**src/rtl/muldiv_pkg.sv**
```systemverilog
// Shared types, constants and op-decoding helpers for the RV32M multiply/divide unit.
package muldiv_pkg;

    localparam int XLEN  = 32;
    localparam int CNT_W = $clog2(XLEN);

    // funct3 encodings of the M extension
    typedef enum logic [2:0] {
        OP_MUL    = 3'b000,
        OP_MULH   = 3'b001,
        OP_MULHSU = 3'b010,
        OP_MULHU  = 3'b011,
        OP_DIV    = 3'b100,
        OP_DIVU   = 3'b101,
        OP_REM    = 3'b110,
        OP_REMU   = 3'b111
    } md_op_e;

    typedef enum logic [1:0] {
        ST_IDLE = 2'd0,
        ST_CALC = 2'd1,
        ST_FIX  = 2'd2,
        ST_DONE = 2'd3
    } md_state_e;

    function automatic logic is_div(input md_op_e op);
        return op inside {OP_DIV, OP_DIVU, OP_REM, OP_REMU};
    endfunction

    function automatic logic is_rem(input md_op_e op);
        return op inside {OP_REM, OP_REMU};
    endfunction

    // rs1 is treated as two's complement for these ops
    function automatic logic is_signed_a(input md_op_e op);
        return op inside {OP_MUL, OP_MULH, OP_MULHSU, OP_DIV, OP_REM};
    endfunction

    // rs2 is treated as two's complement for these ops
    function automatic logic is_signed_b(input md_op_e op);
        return op inside {OP_MUL, OP_MULH, OP_DIV, OP_REM};
    endfunction

endpackage

```
**src/rtl/muldiv_operand_prep.sv**
```systemverilog
// Combinational operand conditioning: operand signs, magnitudes and the two
// divide special cases that bypass the iterative datapath.
module muldiv_operand_prep
    import muldiv_pkg::*;
(
    input  logic [2:0]      op,
    input  logic [XLEN-1:0] rs1_data,
    input  logic [XLEN-1:0] rs2_data,
    output logic            sign_a,
    output logic            sign_b,
    output logic [XLEN-1:0] mag_a,
    output logic [XLEN-1:0] mag_b,
    output logic            div_zero,
    output logic            div_ovf
);

    localparam logic [XLEN-1:0] MOST_NEG = {1'b1, {(XLEN-1){1'b0}}};

    md_op_e op_e;
    assign op_e = md_op_e'(op);

    assign sign_a = is_signed_a(op_e) && rs1_data[XLEN-1];
    assign sign_b = is_signed_b(op_e) && rs2_data[XLEN-1];

    // The most negative value maps onto itself, which is the correct unsigned magnitude
    assign mag_a = sign_a ? (~rs1_data + 1'b1) : rs1_data;
    assign mag_b = sign_b ? (~rs2_data + 1'b1) : rs2_data;

    assign div_zero = is_div(op_e) && (rs2_data == '0);
    assign div_ovf  = (op_e == OP_DIV || op_e == OP_REM) &&
                      (rs1_data == MOST_NEG) && (rs2_data == '1);

endmodule

```
**src/rtl/muldiv_unit.sv**
```systemverilog
// Iterative RV32M multiply/divide unit: one op at a time, 32 iteration cycles,
// a sign-fix cycle, then a held write request toward the register file.
module muldiv_unit
    import muldiv_pkg::*;
(
    input  logic            i_clk,
    input  logic            i_reset,
    input  logic            i_valid,
    output logic            o_ready,
    input  logic [2:0]      i_op,
    input  logic [XLEN-1:0] i_rs1_data,
    input  logic [XLEN-1:0] i_rs2_data,
    input  logic [4:0]      i_rd_addr,
    input  logic            i_kill,
    output logic            o_rd_wren,
    output logic [4:0]      o_rd_addr,
    output logic [XLEN-1:0] o_rd_data,
    input  logic            i_wb_ready
);

    md_state_e state_reg, state_next;

    md_op_e            op_reg;
    logic [4:0]        rd_reg;
    logic              sign_a_reg;
    logic              sign_b_reg;
    logic [XLEN-1:0]   mag_a_reg;
    logic [XLEN-1:0]   mag_b_reg;
    logic [2*XLEN-1:0] prod_reg;
    logic [XLEN-1:0]   rem_reg;
    logic [XLEN-1:0]   quo_reg;
    logic [CNT_W-1:0]  cnt_reg;
    logic [XLEN-1:0]   result_reg;
    logic              wren_reg;
    logic [4:0]        addr_reg;
    logic [XLEN-1:0]   data_reg;

    logic              prep_sign_a;
    logic              prep_sign_b;
    logic [XLEN-1:0]   prep_mag_a;
    logic [XLEN-1:0]   prep_mag_b;
    logic              prep_div_zero;
    logic              prep_div_ovf;

    md_op_e            op_in;
    logic              accept;
    logic              launch;
    logic              write_fire;
    logic [XLEN-1:0]   special_result;

    logic [XLEN:0]     mul_sum;
    logic [2*XLEN-1:0] prod_step;
    logic [XLEN:0]     div_shift;
    logic [XLEN+1:0]   div_diff;
    logic [XLEN-1:0]   rem_step;
    logic [XLEN-1:0]   quo_step;
    logic [2*XLEN-1:0] prod_fixed;
    logic [XLEN-1:0]   quo_fixed;
    logic [XLEN-1:0]   rem_fixed;
    logic [XLEN-1:0]   fix_result;

    muldiv_operand_prep u_prep (
        .op       (i_op),
        .rs1_data (i_rs1_data),
        .rs2_data (i_rs2_data),
        .sign_a   (prep_sign_a),
        .sign_b   (prep_sign_b),
        .mag_a    (prep_mag_a),
        .mag_b    (prep_mag_b),
        .div_zero (prep_div_zero),
        .div_ovf  (prep_div_ovf)
    );

    assign op_in   = md_op_e'(i_op);
    assign o_ready = (state_reg == ST_IDLE);
    // rd==0 ops are handshaken but never enter the datapath
    assign launch  = accept && (i_rd_addr != 5'd0);

    assign o_rd_wren = wren_reg;
    assign o_rd_addr = addr_reg;
    assign o_rd_data = data_reg;

    // Divide special cases: zero divisor and signed overflow, resolved at accept time
    always_comb begin
        special_result = '0;
        if (prep_div_zero) begin
            special_result = is_rem(op_in) ? i_rs1_data : '1;
        end else begin
            special_result = is_rem(op_in) ? '0 : i_rs1_data;
        end
    end

    // Next-state logic; kill overrides every transition including accept and write
    always_comb begin
        state_next = state_reg;
        accept     = 1'b0;
        write_fire = 1'b0;
        if (i_kill) begin
            state_next = ST_IDLE;
        end else begin
            case (state_reg)
                ST_IDLE: begin
                    if (i_valid) begin
                        accept = 1'b1;
                        if (i_rd_addr != 5'd0) begin
                            state_next = (prep_div_zero || prep_div_ovf) ? ST_DONE : ST_CALC;
                        end
                    end
                end
                ST_CALC: begin
                    if (cnt_reg == CNT_W'(XLEN-1)) begin
                        state_next = ST_FIX;
                    end
                end
                ST_FIX: begin
                    state_next = ST_DONE;
                end
                ST_DONE: begin
                    if (wren_reg && i_wb_ready) begin
                        state_next = ST_IDLE;
                        write_fire = 1'b1;
                    end
                end
                default: begin
                    state_next = ST_IDLE;
                end
            endcase
        end
    end

    // One iteration of shift-add multiply and restoring divide
    always_comb begin
        mul_sum   = {1'b0, prod_reg[2*XLEN-1:XLEN]} +
                    (prod_reg[0] ? {1'b0, mag_a_reg} : {(XLEN+1){1'b0}});
        prod_step = {mul_sum, prod_reg[XLEN-1:1]};
        div_shift = {rem_reg, quo_reg[XLEN-1]};
        div_diff  = {1'b0, div_shift} - {2'b00, mag_b_reg};
        if (div_diff[XLEN+1]) begin
            rem_step = div_shift[XLEN-1:0];
            quo_step = {quo_reg[XLEN-2:0], 1'b0};
        end else begin
            rem_step = div_diff[XLEN-1:0];
            quo_step = {quo_reg[XLEN-2:0], 1'b1};
        end
    end

    // Sign correction and result selection applied in the FIX cycle
    always_comb begin
        prod_fixed = (sign_a_reg ^ sign_b_reg) ? (~prod_reg + 1'b1) : prod_reg;
        quo_fixed  = (sign_a_reg ^ sign_b_reg) ? (~quo_reg + 1'b1) : quo_reg;
        rem_fixed  = sign_a_reg ? (~rem_reg + 1'b1) : rem_reg;
        if (is_div(op_reg)) begin
            fix_result = is_rem(op_reg) ? rem_fixed : quo_fixed;
        end else if (op_reg == OP_MUL) begin
            fix_result = prod_fixed[XLEN-1:0];
        end else begin
            fix_result = prod_fixed[2*XLEN-1:XLEN];
        end
    end

    // FSM state register
    always_ff @(posedge i_clk or posedge i_reset) begin
        if (i_reset) begin
            state_reg <= ST_IDLE;
        end else begin
            state_reg <= state_next;
        end
    end

    // Operand latch, iteration datapath and result register
    always_ff @(posedge i_clk or posedge i_reset) begin
        if (i_reset) begin
            op_reg     <= OP_MUL;
            rd_reg     <= '0;
            sign_a_reg <= 1'b0;
            sign_b_reg <= 1'b0;
            mag_a_reg  <= '0;
            mag_b_reg  <= '0;
            prod_reg   <= '0;
            rem_reg    <= '0;
            quo_reg    <= '0;
            cnt_reg    <= '0;
            result_reg <= '0;
        end else if (launch) begin
            op_reg     <= op_in;
            rd_reg     <= i_rd_addr;
            sign_a_reg <= prep_sign_a;
            sign_b_reg <= prep_sign_b;
            mag_a_reg  <= prep_mag_a;
            mag_b_reg  <= prep_mag_b;
            prod_reg   <= {{XLEN{1'b0}}, prep_mag_b};
            rem_reg    <= '0;
            quo_reg    <= prep_mag_a;
            cnt_reg    <= '0;
            result_reg <= special_result;
        end else if (state_reg == ST_CALC && !i_kill) begin
            cnt_reg <= cnt_reg + 1'b1;
            if (is_div(op_reg)) begin
                rem_reg <= rem_step;
                quo_reg <= quo_step;
            end else begin
                prod_reg <= prod_step;
            end
        end else if (state_reg == ST_FIX) begin
            result_reg <= fix_result;
        end
    end

    // Write request: raised one cycle into DONE, held until the write port grants it
    always_ff @(posedge i_clk or posedge i_reset) begin
        if (i_reset) begin
            wren_reg <= 1'b0;
            addr_reg <= '0;
            data_reg <= '0;
        end else if (i_kill || write_fire) begin
            wren_reg <= 1'b0;
        end else if (state_reg == ST_DONE) begin
            wren_reg <= 1'b1;
            addr_reg <= rd_reg;
            data_reg <= result_reg;
        end
    end

endmodule
```
**config.mk**
```make
export PLATFORM = sky130hd
export DESIGN_NAME = muldiv_unit
export DESIGN_NICKNAME = d
export VERILOG_FILES = /design/src/rtl/muldiv_pkg.sv /design/src/rtl/muldiv_operand_prep.sv /design/src/rtl/muldiv_unit.sv
export SDC_FILE = /design/constraint.sdc
export NUM_CORES = 1
export LEC_CHECK = 0
export CORE_MARGIN = 4
export CORE_UTILIZATION = 25
export CTS_BUF_LIST = sky130_fd_sc_hd__clkbuf_4
export CTS_CLUSTER_DIAMETER = 40
export DETAILED_ROUTE_END_ITERATION = 10
export GPL_ROUTABILITY_DRIVEN = 0
export GPL_TIMING_DRIVEN = 1
export PLACE_DENSITY = 0.46
export SYNTH_ARGS = -nofsm -noshare
export SYNTH_HDL_FRONTEND = slang
export SYNTH_HIERARCHICAL = 1
export SYNTH_SLANG_ARGS = --single-unit
export TNS_END_PERCENT = 5
```
**constraint.sdc**
```tcl
create_clock -name i_clk -period 12 [get_ports i_clk]
set_input_delay 2.4 -clock i_clk [delete_from_list [all_inputs] [get_ports i_clk]]
set_output_delay 2.4 -clock i_clk [all_outputs]
set_load 0.1 [all_outputs]
```
## Word level (Yosys, flattened, before mapping)

Cells that the tools add are included.

- $add $sub $neg: 8
- Equal/unequal tests: 22
- Muxes and demuxes: 43
- Bitwise logic cells: 7
- Reductions and logical operators: 32

Operator list:

| cell | count |
|---|---|
| $mux W32 | 21 |
| $mux W64 | 4 |
| $add A32 B1 Y32 const B | 4 |
| $not A32 Y32 | 4 |
| $add A64 B1 Y64 const B | 1 |
| $eq A32 B32 Y1 const B | 2 |
| $not A64 Y64 | 1 |
| $sub A33 B32 Y34 | 1 |
| $add A32 B32 Y33 | 1 |
| $logic_not A32 Y1 | 1 |
| $eq A3 B3 Y1 const B | 8 |
| $mux W2 | 6 |
| $reduce_bool A2 Y1 | 6 |
| $reduce_bool A4 Y1 | 3 |
| $mux W5 | 2 |
| $reduce_bool A5 Y1 | 2 |
| $mux W1 | 9 |
| $logic_and A1 B1 Y1 | 8 |
| $pmux W2 S4 | 1 |
| $reduce_and A2 Y1 | 4 |
| $logic_not A3 Y1 | 2 |
| $ne A3 B3 Y1 const B | 2 |
| $add A5 B1 Y5 const B | 1 |
| $eq A5 B5 Y1 const B | 1 |
| other kinds (13) | 17 |

- Flip-flop bits (word level): 279
- Input bits: 77
- Output and inout bits: 39
- Logic and storage cells: 127

## Logic depth before layout (Yosys ltp)

Gate-level depths: netlist of the first run.

- Depth after elaboration: 10
- Depth in mapped cells: 14
- Depth with buffers taken out: 13

## Cells and area by module

Netlist of the first run, hierarchy kept.

Modules (own cells, without submodules):

| module | instances | cells an instance | area each (µm²) | sequential area each (µm²) |
|---|---|---|---|---|
| muldiv_unit | 1 | 2,111 | 18,240.0 | 6,981.7 |
| muldiv_operand_prep | 1 | 232 | 1,524.0 | 0.0 |

## Least setup slack after synthesis of the first run

Ideal clock, no wire load.

- Path kind: in2reg
- Start point: input port i_rs2_data[18]
- End point: register result_reg[16]
- Library setup time: 77 ps
- Arrival: 4,841 ps
- Required time: 11,923 ps
- Slack: 7,082 ps
- Cell stages on the path: 11
- Path buffers: 1
- Cells stage by stage: or4_4 > nor4b_4 > nand3_1 > nor4b_1 > nor2_1 > nor2_1 > clkbuf_1 > o21ai_0 > o2111ai_1 > a21oi_1 > a21oi_1

- Longest elaborated chain between the ends: 4

RTL lines:

| what | line | RTL |
|---|---|---|
| start, declared | muldiv_unit.sv:12 | `input logic [XLEN-1:0] i_rs2_data,` |
| $logic_not A32 Y1 | muldiv_operand_prep.sv:29 | `assign div_zero = is_div(op_e) && (rs2_data == '0);` |
| $logic_and A1 B1 Y1 | muldiv_operand_prep.sv:29 |  |
| via prep_div_zero | muldiv_unit.sv:42 | `logic prep_div_zero;` |
| $mux W32 | muldiv_unit.sv:86 | `if (prep_div_zero) begin` |
| $mux W32 | muldiv_unit.sv:184 | `end else if (launch) begin` |
| end signal, assigned | muldiv_unit.sv:195 | `result_reg <= special_result;` |
| end signal, assigned | muldiv_unit.sv:205 | `result_reg <= fix_result;` |
| end, declared | muldiv_unit.sv:33 | `logic [XLEN-1:0] result_reg;` |

The timed path passes the listed nets, and every way through them passes these cells.
A chain may end at the register's enable or synchronous reset.

## Final worst setup path of the first run

- Start point: input port i_rs2_data[6]
- End point: register result_reg[12]

The elaborated chain is that of the path after synthesis.

==> flow_metrics.py, run 1 <==
metrics = {
    "status": {
        "status": "finished, final reports clean",
    },
    "timing": {
        "max_slew.worst_pin.slew_ns": 1.303,
        "fin_crit_sh": 0.5120,
        "slew_violations": 0,
        "rsz0062_at_grt": "no",
        "worst_slack_ns": 5.856,
        "hold_viol": 0,
        "setup_tns_ns": 0,
        "slew_headroom": 0.1316,
        "fmax_mhz": 162.8,
        "period_needed_ns": 6.144,
        "setup_viol": 0,
        "fin_skew_ns": 0.06593,
    },
    "critical_path": {
        "crit_path_top_delay_cell": "and2_1",
        "crit_path_cell_trace": "clkdlybuf4s50_1, nor2_1, nand3_1, nor3_1, nor4b_1, buf_4, and2_1, o21ai_0, o2111ai_1, a21oi_1, a21oi_1",
        "crit_top_cell": "a21oi_1",
        "r2r-start": "quo_reg[31]$_DFFE_PP0P_",
        "slowest_delay_ns": 1.00,
        "arrival_ns": 6.91,
        "cp-startpoint": "i_rs2_data[6]",
        "endpoint_kind": "flip-flop",
        "worstPathMaxFanout": 32,
        "critPathRequiredTime_ns": 12.76,
        "start_kind": "input port",
        "path_class": "input port to flip-flop",
    },
    "grt": {
        "grt_max_degree": 163,
        "grt_pass1_wl_um": 113800,
        "antenna_found_initial": 2,
        "grtUsageTotal": 0.1771,
        "grt_pass1_vias": 18161,
        "grt.overflow.total": 0,
    },
    "clock_tree": {
        "cts-root-buf": "clkbuf_4",
        "cts_inserted_buffers": 90,
        "htree_levels": 3,
        "cts_max_path_buffers": 3,
        "hold_buffers": 0,
        "cts_resized": 0,
        "cts_setup_buffers": 0,
        "path_clk_slew_ns": 0.06,
        "cts_tree": "built",
        "clkSinkCount": 279,
        "insertion_delay_ns": 0.86,
    },
    "pwr": {
        "power.total_uw": 6260,
        "power_density_mw_per_mm2": 270.7,
        "vdd_drop_max_v": 0.0001847,
        "leakagePower_uw": 0.009976,
    },
    "floorplanning": {
        "core_area_mm2": 0.07785,
        "fp.dieH_um": 289.2,
        "start_util": 0.2539,
        "rows": 102,
        "dieWidth_um": 289.2,
        "ios": 116,
        "dieArea_mm2": 0.08362,
    },
    "min_path": {
        "min_from": "mag_a_reg[3]$_DFFE_PP0P_",
        "hp-class": "flip-flop to flip-flop",
    },
    "logic_synthesis": {
        "syn_area_mm2": 0.01976,
        "synthesis.nets": 2498,
        "ys_seq_elements": 279,
        "synth_area_leader_cell": "dfrtp_1",
        "synth_ff_type": "dfrtp_1",
        "ys_top_cells_by_count": "319 x nand2_1, 286 x o21ai_0, 279 x dfrtp_1",
        "synth.top_cell.area_share": 0.3533,
        "yosysWarnings": 6,
        "synth_cell_types": 86,
        "syn_avg_cell_area_um2": 8.435,
        "ys_async_sr_fraction": 1.000,
        "synth.most_common_cell": "nand2_1",
        "synthCells": 2343,
        "yosysSeqAreaShare": 0.3533,
        "synthTopCellsByArea": "dfrtp_1 35%, o21ai_0 7.2%, nand2_1 6.1%",
        "synth_edf_count": 0,
    },
    "final_layout": {
        "nFillCells": 8310,
        "largest_reg_flops": 64,
        "drive_above_1_share": 0.09660,
        "nNetsFinal": 2616,
        "ff_latch_area_mm2": 0.006982,
        "final_cell_area_mm2": 0.02313,
        "multi_input_area_mm2": 0.01208,
        "fin_util": 0.2971,
        "areaGrowthSynthToFinish_pct": 17.02,
    },
    "run": {
        "max_cap_viol_count": 0,
    },
    "drt": {
        "viasPerCell": 5.141,
        "first_pass_iters": 5,
        "drc_errors": 0,
        "totalWireLength_um": 74680,
        "drtIter0Drc": 1337,
        "vias": 18365,
        "wl_per_cell_um": 20.91,
        "antenna_left": 0,
    },
    "placement": {
        "port_buffers": 115,
        "place_hpwl_um": 56560,
        "pre_cts_ws_ns": 5.170,
        "placed_area_mm2": 0.02202,
    },
}
-- per-layer routing --
layer / part of all wire / track usage / wire length, um
met1: 0.46 / 0.2440 / 34560
met2: 0.46 / 0.2840 / 34150
met3: 0.056 / 0.03281 / 4197
met4: 0.024 / 0.05077 / 1773
met5: 0 / 0 / 0
-- area by class of cell --
type                            instances  share of cell area
Antenna cell                            6           0.0006492
Clock buffer                          124             0.04025
Timing Repair Buffer                  139             0.05810
Multi-Input combinational cell       1870              0.5224
Clock inverter                         33            0.006979
Inverter                               81             0.01347
Sequential cell                       279              0.3019
Tap cell                             1040             0.05626
-- through the flow --
stage / std cells / hold slack, ns
finish: 3572 / 0.4666
global route: 3571 / 0.4885
CTS: 3566 / 0.4734
detailed placement: 3409 / 0.4568
global placement: 3409 / 0.4547
floorplan: 2343 / 0.4382
-- layout by cell type (no fill, tap or decap), drive strengths merged, types with 20 or more instances in the layout --
cell type,n
dfrtp,279
nor4,26
xor2,118
buf,24
nand4,22
o21ai,290
mux2,38
clkdlybuf4s50,115
clkinv,28
inv,84
o31ai,31
and2,38
nand2,320
ha,76
nand3,48
clkbuf,124
a21oi,157
nor2,165
mux2i,83
a31oi,20
nor3,57
xnor2,106
-- power breakdown --
| part | switching (uW) | internal, uW |
|---|---|---|
| Sequential | 478 | 1330 |
| Combinational | 2270 | 1220 |
| Clock | 462 | 497 |
-- cells by family (layout without fill, tap and decap cells) --
family | Yosys count | in the layout | share of synthesized area
AND/OR/NAND/NOR | 767 | 767 | 0.1840
AO/OA/AOI/OAI | 680 | 680 | 0.2097
flip-flops | 279 | 279 | 0.3533
XOR/XNOR | 224 | 224 | 0.09927
buffers and inverters | 194 | 377 | 0.03995
multiplexers | 121 | 121 | 0.06369
adder cells (fa/ha/maj) | 78 | 78 | 0.05014
other | 0 | 6 | 0
-- final timing paths --
check | to | slack (ns) | cells past startpoint
max in group asynchronous | prod_reg[17]$_DFFE_PP0P_ | 8.41 | 3
min | mag_a_reg[3]$_DFFE_PP0P_ | 0.47 | 2
min reg2reg | mag_a_reg[3]$_DFFE_PP0P_ | 0.47 | 2
min in group asynchronous | mag_a_reg[5]$_DFFE_PP0P_ | 2.11 | 2
max | result_reg[12]$_DFFE_PP0P_ | 5.86 | 11
max reg2reg | rem_reg[30]$_DFFE_PP0P_ | 7.92 | 14
-- worst max-delay path: cells and delay by family --
kind / cells / cell delay, ns
buffers and inverters: 2 / 0.69
and+or+nand+nor: 5 / 3.11
AOI/OAI and AO/OA: 4 / 0.68
Note: power is estimated with default switching activity, not from simulation.
==> inputs of run 2 (changes only) <==
--- a/config.mk
+++ b/config.mk
@@ -12,7 +12,7 @@
 export DETAILED_ROUTE_END_ITERATION = 10
 export GPL_ROUTABILITY_DRIVEN = 0
 export GPL_TIMING_DRIVEN = 1
-export PLACE_DENSITY = 0.46
+export PLACE_DENSITY = 0.47
 export SYNTH_ARGS = -nofsm -noshare
 export SYNTH_HDL_FRONTEND = slang
 export SYNTH_HIERARCHICAL = 1
==> constraint.sdc (replaced) <==
create_clock -name i_clk -period 5.65 [get_ports i_clk]
set_input_delay 1.13 -clock i_clk [delete_from_list [all_inputs] [get_ports i_clk]]
set_output_delay 1.13 -clock i_clk [all_outputs]
set_load 0.1 [all_outputs]
==> run 2 against run 1 <==
  * Clock power increased by 110%
  * Core utilization increased by 0.084 points
  * Combinational power increased by 110%
  * Final area increased by 0.28%
  * Highest routed layer unchanged
==> flow_metrics.py, run 2 (same netlist as run 1, synthesis figures left out) <==
metrics = {
    "floorplanning": {
        "rows": 102,
        "core_area_mm2": 0.07785,
        "dieWidth_um": 289.2,
        "ios": 116,
        "fp.dieH_um": 289.2,
        "start_util": 0.2539,
        "dieArea_mm2": 0.08362,
    },
    "grt": {
        "grt_util_met3": 0.03186,
        "grtUsageTotal": 0.1818,
        "antenna_found_initial": 4,
        "top_usage_layer": "met2",
        "global_route.usage.met2": 0.2959,
        "grtUsageMet1": 0.2452,
        "grt_pass1_wl_um": 116800,
        "grt.overflow.total": 0,
        "grt_max_degree": 126,
        "grt_pass1_vias": 18777,
    },
    "critical_path": {
        "cp_top_family": "compound AO/OA/AOI/OAI gates",
        "slowest_delay_ns": 0.50,
        "crit_path_top_delay_cell": "a2111o_1",
        "path_depth": 13,
        "endpoint_kind": "flip-flop",
        "worst-path-buf-inv": 2,
        "crit_top_cell": "inv_1",
        "regToRegSetupSlack_ns": 1.47,
        "reg2reg_depth": 13,
        "worstPathMaxFanout": 5,
        "arrival_ns": 4.86,
        "path_class": "flip-flop to flip-flop",
        "critPathRequiredTime_ns": 6.33,
        "crit_path_cell_trace": "inv_1, ha_1, inv_1, fa_1, a21o_1, a221oi_2, o211ai_1, a2111o_1, a2111oi_0, nor3_1, a211oi_1, mux2i_1, nand2_1",
        "start_kind": "flip-flop",
    },
    "final_layout": {
        "largest_reg_flops": 64,
        "nNetsFinal": 2626,
        "areaGrowthSynthToFinish_pct": 17.35,
        "nFillCells": 8397,
        "drive_above_1_share": 0.09996,
        "final_common_cell": "nand2_1",
        "layout_common_cells": "317 x nand2_1, 286 x o21ai_0, 279 x dfrtp_1",
    },
    "drt": {
        "antenna_left": 0,
        "drtIter0Drc": 1390,
        "viasPerCell": 5.204,
        "wl_per_cell_um": 21.45,
        "drc_errors": 0,
        "vias": 18593,
        "totalWireLength_um": 76640,
        "first_pass_iters": 6,
    },
    "pwr": {
        "power.total_uw": 13390,
        "power_density_mw_per_mm2": 577.4,
        "leakagePower_uw": 0.01002,
        "vdd_drop_max_v": 0.0002560,
    },
    "clock_tree": {
        "cts_setup_buffers": 0,
        "cts-root-buf": "clkbuf_4",
        "clkSinkCount": 279,
        "path_clk_slew_ns": 0.07,
        "cts_max_path_buffers": 3,
        "cts_resized": 0,
        "cts_inserted_buffers": 88,
        "hold_buffers": 0,
        "htree_levels": 3,
        "insertion_delay_ns": 0.84,
        "cts_tree": "built",
    },
    "timing": {
        "rsz0062_at_grt": "no",
        "period_needed_ns": 4.179,
        "hold_viol": 0,
        "max_slew.worst_pin.slew_ns": 1.123,
        "slew_violations": 0,
        "fin_skew_ns": 0.08402,
        "fin_crit_sh": 0.7396,
        "setup_tns_ns": 0,
        "fmax_mhz": 239.3,
        "setup_viol": 0,
        "slew_headroom": 0.2485,
    },
    "status": {
        "status": "finished, final reports clean",
    },
    "min_path": {
        "hold_path_depth": 2,
        "hp-class": "flip-flop to flip-flop",
    },
    "placement": {
        "port_buffers": 115,
        "place_hpwl_um": 58060,
    },
    "run": {
        "max_cap_viol_count": 0,
    },
}
-- run 2: changes by cell type in the layout (fill, tap and decap cells not counted), sizes merged --
cell and change:
buf +12, clkinv -5, diode -4, inv -2
-- run 2: final cells by class --
type	count	area [um^2]	share of cell area
multi-input combinational	1870	12080	0.5207
clock inverter	26	130.1	0.005610
sequential	279	6982	0.3010
clock buffer	124	930.9	0.04014
inverter	81	307.8	0.01327
antenna	2	5.005	0.0002158
tap	1040	1301	0.05610
timing repair buffer	151	1459	0.06290
-- run 2: power by group --
part	switching (uW)	internal, uW
Combinational	4860	2620
Sequential	1080	2810
Clock	971	1050
-- run 2: metal layers --
layer | share of wire | up-vias
met5 | 0 | -
met1 | 0.45 | 9143
met3 | 0.065 | 114
met4 | 0.025 | 0
li1 | - | 8690
met2 | 0.46 | 646
-- run 2: stage by stage --
step                      worst slack [ns]  cell area, um^2  hold WS [ns]  cells  utilization
after global placement               1.122            22130        0.4566   3421       0.2842
after floorplan                     0.8267            19770        0.4382   2343            -
after detailed placement             1.123            22130        0.4560   3421       0.2842
after CTS                            1.514            23190        0.4724   3571       0.2979
after global routing                 1.329            23190        0.4967   3573       0.2979
final                                1.471            23190        0.4676   3573       0.2979
-- run 2: worst min-delay path, delay by kind of cell, from the launching register on --
kind | cells | cell delay [ns]
DFF | 1 | 0.34
and+or+nand+nor | 2 | 0.10
-- run 2: worst paths after layout --
| check | start | end |
|---|---|---|
| max in group asynchronous | i_reset | mag_b_reg[22]$_DFFE_PP0P_ |
| setup / recovery | quo_reg[31]$_DFFE_PP0P_ | rem_reg[30]$_DFFE_PP0P_ |
| min in group asynchronous | i_reset | result_reg[2]$_DFFE_PP0P_ |
| hold reg to reg | mag_a_reg[21]$_DFFE_PP0P_ | mag_a_reg[21]$_DFFE_PP0P_ |
| hold / removal | mag_a_reg[21]$_DFFE_PP0P_ | mag_a_reg[21]$_DFFE_PP0P_ |
| setup reg to reg | quo_reg[31]$_DFFE_PP0P_ | rem_reg[30]$_DFFE_PP0P_ |
